==> src/rtl/z16_fetch.sv <==
// z16_fetch: instruction fetch stage with a PC register, a RUN/HALT FSM and a
// two-entry {pc, instr} queue feeding decode. The instruction memory is
// combinational: o_imem_addr is the PC and i_imem_instr answers in the same cycle.
//
// Handshake: o_valid is high whenever the queue holds an entry. o_pc/o_instr
// show the head entry. The head is consumed on any rising edge where
// o_valid && i_ready. A redirect at that edge overrides the pop and flushes
// the queue.
module z16_fetch #(
  parameter logic [15:0] RESET_PC = 16'h0000
) (
  input  logic        i_clk,
  input  logic        i_rst_n,
  output logic [15:0] o_imem_addr,
  input  logic [15:0] i_imem_instr,
  input  logic        i_redirect,
  input  logic [15:0] i_redirect_pc,
  input  logic        i_halt,
  input  logic        i_ready,
  output logic        o_valid,
  output logic [15:0] o_instr,
  output logic [15:0] o_pc,
  output logic        o_halted
);

  localparam logic [0:0]  S_RUN   = 1'b0;
  localparam logic [0:0]  S_HALT  = 1'b1;
  // Instructions are halfword aligned, so bit 0 of any PC is always zero.
  localparam logic [15:0] PC_INIT = {RESET_PC[15:1], 1'b0};

  logic [0:0]  state;
  logic [15:0] pc;
  logic [1:0]  cnt;
  logic [15:0] head_pc, head_instr;
  logic [15:0] tail_pc, tail_instr;
  logic        pop;
  logic        push;

  assign pop  = o_valid && i_ready;
  // A full queue may still accept a new word when the head leaves this cycle.
  assign push = (state == S_RUN) && !i_halt && ((cnt != 2'd2) || pop);

  // Control FSM and PC. A redirect wins over halt, resume and fetch advance.
  always_ff @(posedge i_clk or negedge i_rst_n) begin
    if (!i_rst_n) begin
      state <= S_RUN;
      pc    <= PC_INIT;
    end else if (i_redirect) begin
      state <= S_RUN;
      pc    <= {i_redirect_pc[15:1], 1'b0};
    end else begin
      case (state)
        S_RUN: begin
          if (i_halt) begin
            state <= S_HALT;
          end else if (push) begin
            pc <= pc + 16'd2;
          end
        end
        default: begin
          if (!i_halt) begin
            state <= S_RUN;
          end
        end
      endcase
    end
  end

  // Two-entry queue. The head is always entry 0; a simultaneous push and pop
  // shifts the tail forward and appends behind it so order is preserved.
  always_ff @(posedge i_clk or negedge i_rst_n) begin
    if (!i_rst_n) begin
      cnt        <= 2'd0;
      head_pc    <= 16'h0000;
      head_instr <= 16'h0000;
      tail_pc    <= 16'h0000;
      tail_instr <= 16'h0000;
    end else if (i_redirect) begin
      cnt <= 2'd0;
    end else begin
      case ({push, pop})
        2'b10: begin
          if (cnt == 2'd0) begin
            head_pc    <= pc;
            head_instr <= i_imem_instr;
          end else begin
            tail_pc    <= pc;
            tail_instr <= i_imem_instr;
          end
          cnt <= cnt + 2'd1;
        end
        2'b01: begin
          head_pc    <= tail_pc;
          head_instr <= tail_instr;
          cnt        <= cnt - 2'd1;
        end
        2'b11: begin
          if (cnt == 2'd1) begin
            head_pc    <= pc;
            head_instr <= i_imem_instr;
          end else begin
            head_pc    <= tail_pc;
            head_instr <= tail_instr;
            tail_pc    <= pc;
            tail_instr <= i_imem_instr;
          end
        end
        default: begin
        end
      endcase
    end
  end

  assign o_imem_addr = pc;
  assign o_valid     = (cnt != 2'd0);
  assign o_pc        = o_valid ? head_pc    : 16'h0000;
  assign o_instr     = o_valid ? head_instr : 16'h0000;
  // o_halted is the FSM state itself and doubles as its debug view.
  assign o_halted    = (state == S_HALT);

endmodule

==> config.mk <==
export PLATFORM = sky130hd
export DESIGN_NAME = z16_fetch
export DESIGN_NICKNAME = d
export VERILOG_FILES = /design/src/rtl/z16_fetch.sv
export SDC_FILE = /design/constraint.sdc
export NUM_CORES = 1
export LEC_CHECK = 0
export ABC_AREA = 1
export CAP_MARGIN = 15
export CELL_PAD_IN_SITES_DETAIL_PLACEMENT = 0
export CELL_PAD_IN_SITES_GLOBAL_PLACEMENT = 1
export CORE_ASPECT_RATIO = 2
export CORE_MARGIN = 1
export CORE_UTILIZATION = 40
export CTS_CLUSTER_SIZE = 24
export DETAILED_ROUTE_END_ITERATION = 12
export PLACE_DENSITY = 0.94
export SLEW_MARGIN = 20
export SYNTH_ARGS = -nofsm -noshare
export SYNTH_HDL_FRONTEND = slang
export SYNTH_SLANG_ARGS = --single-unit
==> constraint.sdc <==
create_clock -name i_clk -period 4.8 [get_ports i_clk]
set_input_delay 0.72 -clock i_clk [delete_from_list [all_inputs] [get_ports i_clk]]
set_output_delay 0.72 -clock i_clk [all_outputs]
set_load 0.005 [all_outputs]
==> flow_metrics.env, run 1 <==
export IMPL_cts_setup_buffers=0
export IMPL_tightestPinTransition_ns=0.966
export IMPL_synth_area_sq_um=4250
export IMPL_final_period_utilization_pct=64.1
export IMPL_cts_resized=0
export IMPL_ir_worst_vdd_mv=0.222
export IMPL_powerDensity_nw_per_um2=582
export IMPL_grt_first_pass_wirelength_mm=16.1
export IMPL_rsz0062_at_grt="false"
export IMPL_synth_nets=604
export IMPL_hpwl_mm=6.61
export IMPL_cts_tree="yes"
export IMPL_cp_data_required_time_ns=5.01
export IMPL_areaGrowthSynthToFinish_pct=26.9
export IMPL_path_clk_slew_ns=0.06
export IMPL_slew_viol_final=0
export IMPL_cts_root_buf="clkbuf_16"
export IMPL_grt_util_all_layers_pct=19.0
export IMPL_num_vias=3617
export IMPL_synth_top_area_cell="dfrtp_1"
export IMPL_finalWeightedCongestion=0.818
export IMPL_grt_pass1_vias=3588
export IMPL_synth_commonest_cells="134 x nand2_1, 103 x nor2_1, 81 x dfrtp_1, 72 x inv_1, 36 x o21ai_0"
export IMPL_die_x_um=74.9
export IMPL_ys_ff_latch=81
export IMPL_max_cap_violations=0
export IMPL_syn_inst=563
export IMPL_cts_num_sinks=81
export IMPL_seq_area_sq_um=2030
export IMPL_grt_ovfl_total=0
export IMPL_cts_made_buffers=9
export IMPL_io_pins=87
export IMPL_fin_crit_ns=3.08
export IMPL_multi_input_area_sq_um=1790
export IMPL_tns_ns=0
export IMPL_drive_above_1_share_pct=6.62
export IMPL_rows=52
export IMPL_cp_arrival_ns=3.28
export IMPL_synthTopCellsByArea="dfrtp_1 48%, nand2_1 12%, nor2_1 9.1%, inv_1 6.4%, o21ai_0 4.2%"
export IMPL_fin_nets=673
export IMPL_postSynthAreaPerCell_sq_um=7.55
export IMPL_critPathKind="in -> reg"
export IMPL_wl_per_cell_um=12.3
export IMPL_first_iter_violations=141
export IMPL_ant_nets=0
export IMPL_n_antenna_cell=0
export IMPL_relSlewSlack_pct=35.4
export IMPL_grt_max_degree=82
export IMPL_synth_edff_count=0
export IMPL_worst_path_max_fanout=42
export IMPL_skew_ns=0.00367
export IMPL_dr_pass1_iters=6
export IMPL_hold_path_class="in -> async"
export IMPL_finalSetupViolations=0
export IMPL_die_area_sq_um=11100
export IMPL_routed_wl_mm=9.49
export IMPL_via_per_inst=4.70
export IMPL_outcome="complete, no violations"
export IMPL_synth_top_cell_area_share_pct=47.7
export IMPL_grt_antenna_before_repair=0
export IMPL_clock_latency_ns=0.33
export IMPL_drcViolationCount=0
export IMPL_startpoint_type="input pin"
export IMPL_yosys_warnings=0
export IMPL_p_total_uw=3140
export IMPL_htreeDepth=3
export IMPL_core_area_sq_um=10200
export IMPL_synth_cell_types=29
export IMPL_hold_buffers=0
export IMPL_clk_path_buf_depth=2
export IMPL_end_kind="register"
export IMPL_start_util_pct=41.6
export IMPL_yosysMostFrequentCell="nand2_1"
export IMPL_numPortBuffers=84
export IMPL_hold_violations=0
export IMPL_fmax_mhz=325
export IMPL_ys_seq_area_share_pct=47.7
export IMPL_synth_async_reset_ratio_pct=100
export IMPL_synthFlopType="dfrtp_1"
export IMPL_power_leakage_uw=0.00264
export IMPL_die_h_um=148
export IMPL_nFillCells=1012
==> where the power goes <==
group          internal [uW]  switching, uW
clock                    384            245
combinational            656            696
sequential               979            177
total                   2020           1120
==> state kept, by name (all words and copies together) (netlist names) <==
signal	flops
head_instr	16
head_pc	16
tail_instr	16
o_imem_addr	15
tail_pc	15
cnt	2
o_halted	1
==> path summary, 6_finish.rpt <==
| kind | end | slack (ns) | startpoint | cells after the start |
|---|---|---|---|---|
| worst min-delay path | head_instr[9] | 0.41 | i_rst_n | 1 |
| max in group asynchronous | o_imem_addr[12] | 3.87 | i_rst_n | 1 |
| min in group i_clk | tail_instr[6] | 0.48 | tail_instr[6] | 2 |
| worst max-delay path | tail_instr[1] | 1.72 | i_redirect | 6 |
| worst min register to register | tail_instr[6] | 0.48 | tail_instr[6] | 2 |
| worst max register to register | tail_instr[1] | 2.27 | cnt[0] | 11 |
==> per-layer routing <==
layer	vias up	share of wire, %	global-route usage (%)
met2	80	53	33.4
met5	-	0	0
met3	19	3.2	4.09
li1	1885	-	-
met4	0	3.2	8.96
met1	1633	41	21.0
==> critical path, cell delays in order <==
cell,delay (ns)
clkdlybuf4s50_1,0.62
inv_1,0.76
nand3_2,0.54
buf_4,0.44
nand2_1,0.11
o21ai_1,0.06
==> stage by stage <==
stage                     cells  hold WS (ns)  utilization, %  worst slack (ns)  instance area (sq um)
final                       769         0.414            52.8              1.72                   5390
after CTS                   769         0.487            52.8              1.71                   5390
after detailed placement    756         0.473            50.1              1.35                   5120
after floorplan             563         0.424               -              2.97                   4250
after global routing        769         0.489            52.8              1.41                   5390
after global placement      756         0.466            50.1              1.36                   5120
==> cell families after synthesis <==
| group | count (synthesis) | share of synthesized area [%] |
|---|---|---|
| and+or+nand+nor | 264 | 25.1 |
| AOI/OAI and AO/OA | 107 | 14.8 |
| buffers and inverters | 102 | 10.3 |
| DFF | 81 | 47.7 |
| xor gates and xnor gates | 4 | 0.824 |
| adders and majority gates | 4 | 1.18 |
| other | 1 | 0.0882 |
==> final cells by class <==
cell class,count,share of cell area [%]
flip-flops and latches,81,37.6
multi-input cells,380,33.2
repair buffers,87,16.0
inverters,73,5.08
clock buffers,13,5.01
well taps,135,3.13
==> layout by cell type, fill, tap and decap left out <==
master	netlist	routed
a21oi_2	16	16
nand2_1	134	133
buf_4	7	3
nand2_4	1	1
o31ai_1	1	1
conb_1	1	1
nor2_4	1	1
clkbuf_1	3	1
clkbuf_16	0	9
dfrtp_1	81	81
nor2_1	103	103
nand3_1	15	15
or2_2	1	1
nand3_4	1	1
nand3_2	2	2
a21oi_4	2	2
clkdlybuf4s50_1	0	83
o21ai_0	36	36
a21oi_1	16	16
o21bai_1	1	1
nand2_2	0	1
xor2_1	4	4
o21ai_1	32	32
a31oi_1	1	1
clkbuf_8	0	3
inv_1	72	72
o211ai_1	2	2
inv_2	1	1
ha_1	4	4
buf_6	1	1
nand4_1	6	6
Power figures use the tool's default switching activity.
==> inputs of run 2 (changes only) <==
--- a/config.mk
+++ b/config.mk
@@ -11,10 +11,10 @@
 export CELL_PAD_IN_SITES_GLOBAL_PLACEMENT = 1
 export CORE_ASPECT_RATIO = 2
 export CORE_MARGIN = 1
-export CORE_UTILIZATION = 40
+export CORE_UTILIZATION = 37
 export CTS_CLUSTER_SIZE = 24
 export DETAILED_ROUTE_END_ITERATION = 12
-export PLACE_DENSITY = 0.94
+export PLACE_DENSITY = 0.89
 export SLEW_MARGIN = 20
 export SYNTH_ARGS = -nofsm -noshare
 export SYNTH_HDL_FRONTEND = slang
==> constraint.sdc (replaced) <==
create_clock -name i_clk -period 2.95 [get_ports i_clk]
set_input_delay 0.4425 -clock i_clk [delete_from_list [all_inputs] [get_ports i_clk]]
set_output_delay 0.4425 -clock i_clk [all_outputs]
set_load 0.005 [all_outputs]
==> run 2 against run 1 <==
Net effect: via count grew 0.64%; critical path depth shrank 1; worst hold slack lost 0.27 ns; routed wire length shrank 1.9%; clock-buffer cell count grew 1; setup slack lost 1.4 ns; utilization shrank 3.8 points; final cell count grew 2.1%; sequential cell count is the same; critical path type is now reg -> out.
==> flow_metrics.env, run 2 (synthesis results as in run 1) <==
export IMPL_grt_first_pass_wirelength_mm=16.1
export IMPL_start_util_pct=37.9
export IMPL_finalSetupViolations=0
export IMPL_grt_ovfl_total=0
export IMPL_grt_pass1_vias=3592
export IMPL_drive_above_1_share_pct=7.78
export IMPL_hold_buffers=0
export IMPL_slew_viol_final=0
export IMPL_core_area_sq_um=11200
export IMPL_finalWeightedCongestion=0.791
export IMPL_rsz0062_at_grt="false"
export IMPL_grt_met1_usage_pct=18.1
export IMPL_path_clk_slew_ns=0.06
export IMPL_p_total_uw=5250
export IMPL_powerDensity_nw_per_um2=954
export IMPL_rr_startpoint="cnt[0]"
export IMPL_htreeDepth=3
export IMPL_tns_ns=0
export IMPL_critPathKind="reg -> out"
export IMPL_rrSetupSlack_ns=0.65
export IMPL_top_regs="head_instr (16), head_pc (16), tail_instr (16)"
export IMPL_routed_wl_mm=9.31
export IMPL_cp_arrival_ns=2.16
export IMPL_wl_per_cell_um=11.9
export IMPL_numPortBuffers=84
export IMPL_cp_data_required_time_ns=2.51
export IMPL_met3_usage_pct=2.55
export IMPL_grt_busiest_layer="met2"
export IMPL_fin_nets=679
export IMPL_reg2reg_depth=8
export IMPL_tightestPinTransition_ns=0.748
export IMPL_grt_antenna_before_repair=0
export IMPL_cts_num_sinks=81
export IMPL_r2r_end="head_instr[4]"
export IMPL_final_period_utilization_pct=88.1
export IMPL_grt_max_degree=82
export IMPL_use_met2_pct=32.1
export IMPL_worst_path_max_fanout=15
export IMPL_hold_violations=0
export IMPL_dpl_cell_area_sq_um=5190
export IMPL_num_vias=3640
export IMPL_fin_cells=785
export IMPL_drcViolationCount=0
export IMPL_cts_tree="yes"
export IMPL_grt_util_all_layers_pct=17.0
export IMPL_io_pins=87
export IMPL_skew_ns=0.00597
export IMPL_final_common_cell="nand2_1"
export IMPL_ant_nets=0
export IMPL_final_cell_mix="133 x nand2_1, 103 x nor2_1, 83 x clkdlybuf4s50_1"
export IMPL_cts_root_buf="clkbuf_16"
export IMPL_areaGrowthSynthToFinish_pct=29.3
export IMPL_die_h_um=154
export IMPL_max_cap_violations=0
export IMPL_outcome="complete, no violations"
export IMPL_utilization_pct=49.0
export IMPL_cts_resized=0
export IMPL_ir_worst_vdd_mv=0.383
export IMPL_hold_path_class="in -> async"
export IMPL_dr_pass1_iters=4
export IMPL_end_kind="output pin"
export IMPL_cts_made_buffers=9
export IMPL_hpwl_mm=6.75
export IMPL_clock_latency_ns=0.33
export IMPL_clk_path_buf_depth=2
export IMPL_rows=55
export IMPL_die_x_um=77.8
export IMPL_power_leakage_uw=0.00270
export IMPL_cts_setup_buffers=0
export IMPL_n_antenna_cell=0
export IMPL_first_iter_violations=202
export IMPL_die_area_sq_um=11900
export IMPL_startpoint_type="register"
export IMPL_fin_crit_ns=2.60
export IMPL_placed_cells=769
export IMPL_relSlewSlack_pct=50.1
export IMPL_fmax_mhz=385
export IMPL_via_per_inst=4.64
export IMPL_design_area_sq_um=5500
run 2: routing by layer:
| layer | share of wire [%] | vias to the layer above |
|---|---|---|
| met5 | 0 | - |
| met4 | 1.9 | 0 |
| met3 | 3.5 | 15 |
| met2 | 55 | 79 |
| met1 | 40 | 1644 |
| li1 | - | 1902 |
run 2: where the power goes:
| part | switching (uW) | total, uW | internal, uW |
|---|---|---|---|
| Clock | 412 | 1140 | 724 |
| Combinational | 1130 | 2230 | 1110 |
| Sequential | 286 | 1880 | 1590 |
run 2: cell type report:
| cell class | count | area [sq um] |
|---|---|---|
| clock buffer | 14 | 274 |
| tap | 142 | 178 |
| inverter | 73 | 274 |
| fill | 1110 | 5720 |
| timing repair buffer | 93 | 922 |
| sequential | 81 | 2030 |
| clock inverter | 2 | 35.0 |
| multi-input combinational | 380 | 1790 |
run 2: how the worst max path moves through the flow:
| stage | endpoint | startpoint | cells past startpoint |
|---|---|---|---|
| 5_1_grt | o_pc[15] | cnt[0] | 5 |
| 4_1_cts | o_pc[12] | cnt[0] | 5 |
| 2_1_floorplan | tail_pc[11] | cnt[0] | 10 |
| 3_5_place_dp | head_instr[4] | cnt[0] | 8 |
| 6_report | o_pc[12] | cnt[0] | 5 |
| 3_3_place_gp | o_pc[12] | cnt[0] | 5 |
run 2: critical path: stages, from the launching register on:
cell	delay, ns
dfrtp_1	0.39
inv_1	0.13
ha_1	0.49
buf_4	0.29
nor2_1	0.08
clkdlybuf4s50_1	0.45
run 2: per-stage QoR:
stage | setup slack (ns) | hold WS [ns]
4_1_cts | 0.304 | 0.339
3_3_place_gp | 0.685 | 0.467
6_report | 0.351 | 0.141
3_5_place_dp | 0.606 | 0.473
2_1_floorplan | 1.37 | 0.147
5_1_grt | 0.148 | 0.220
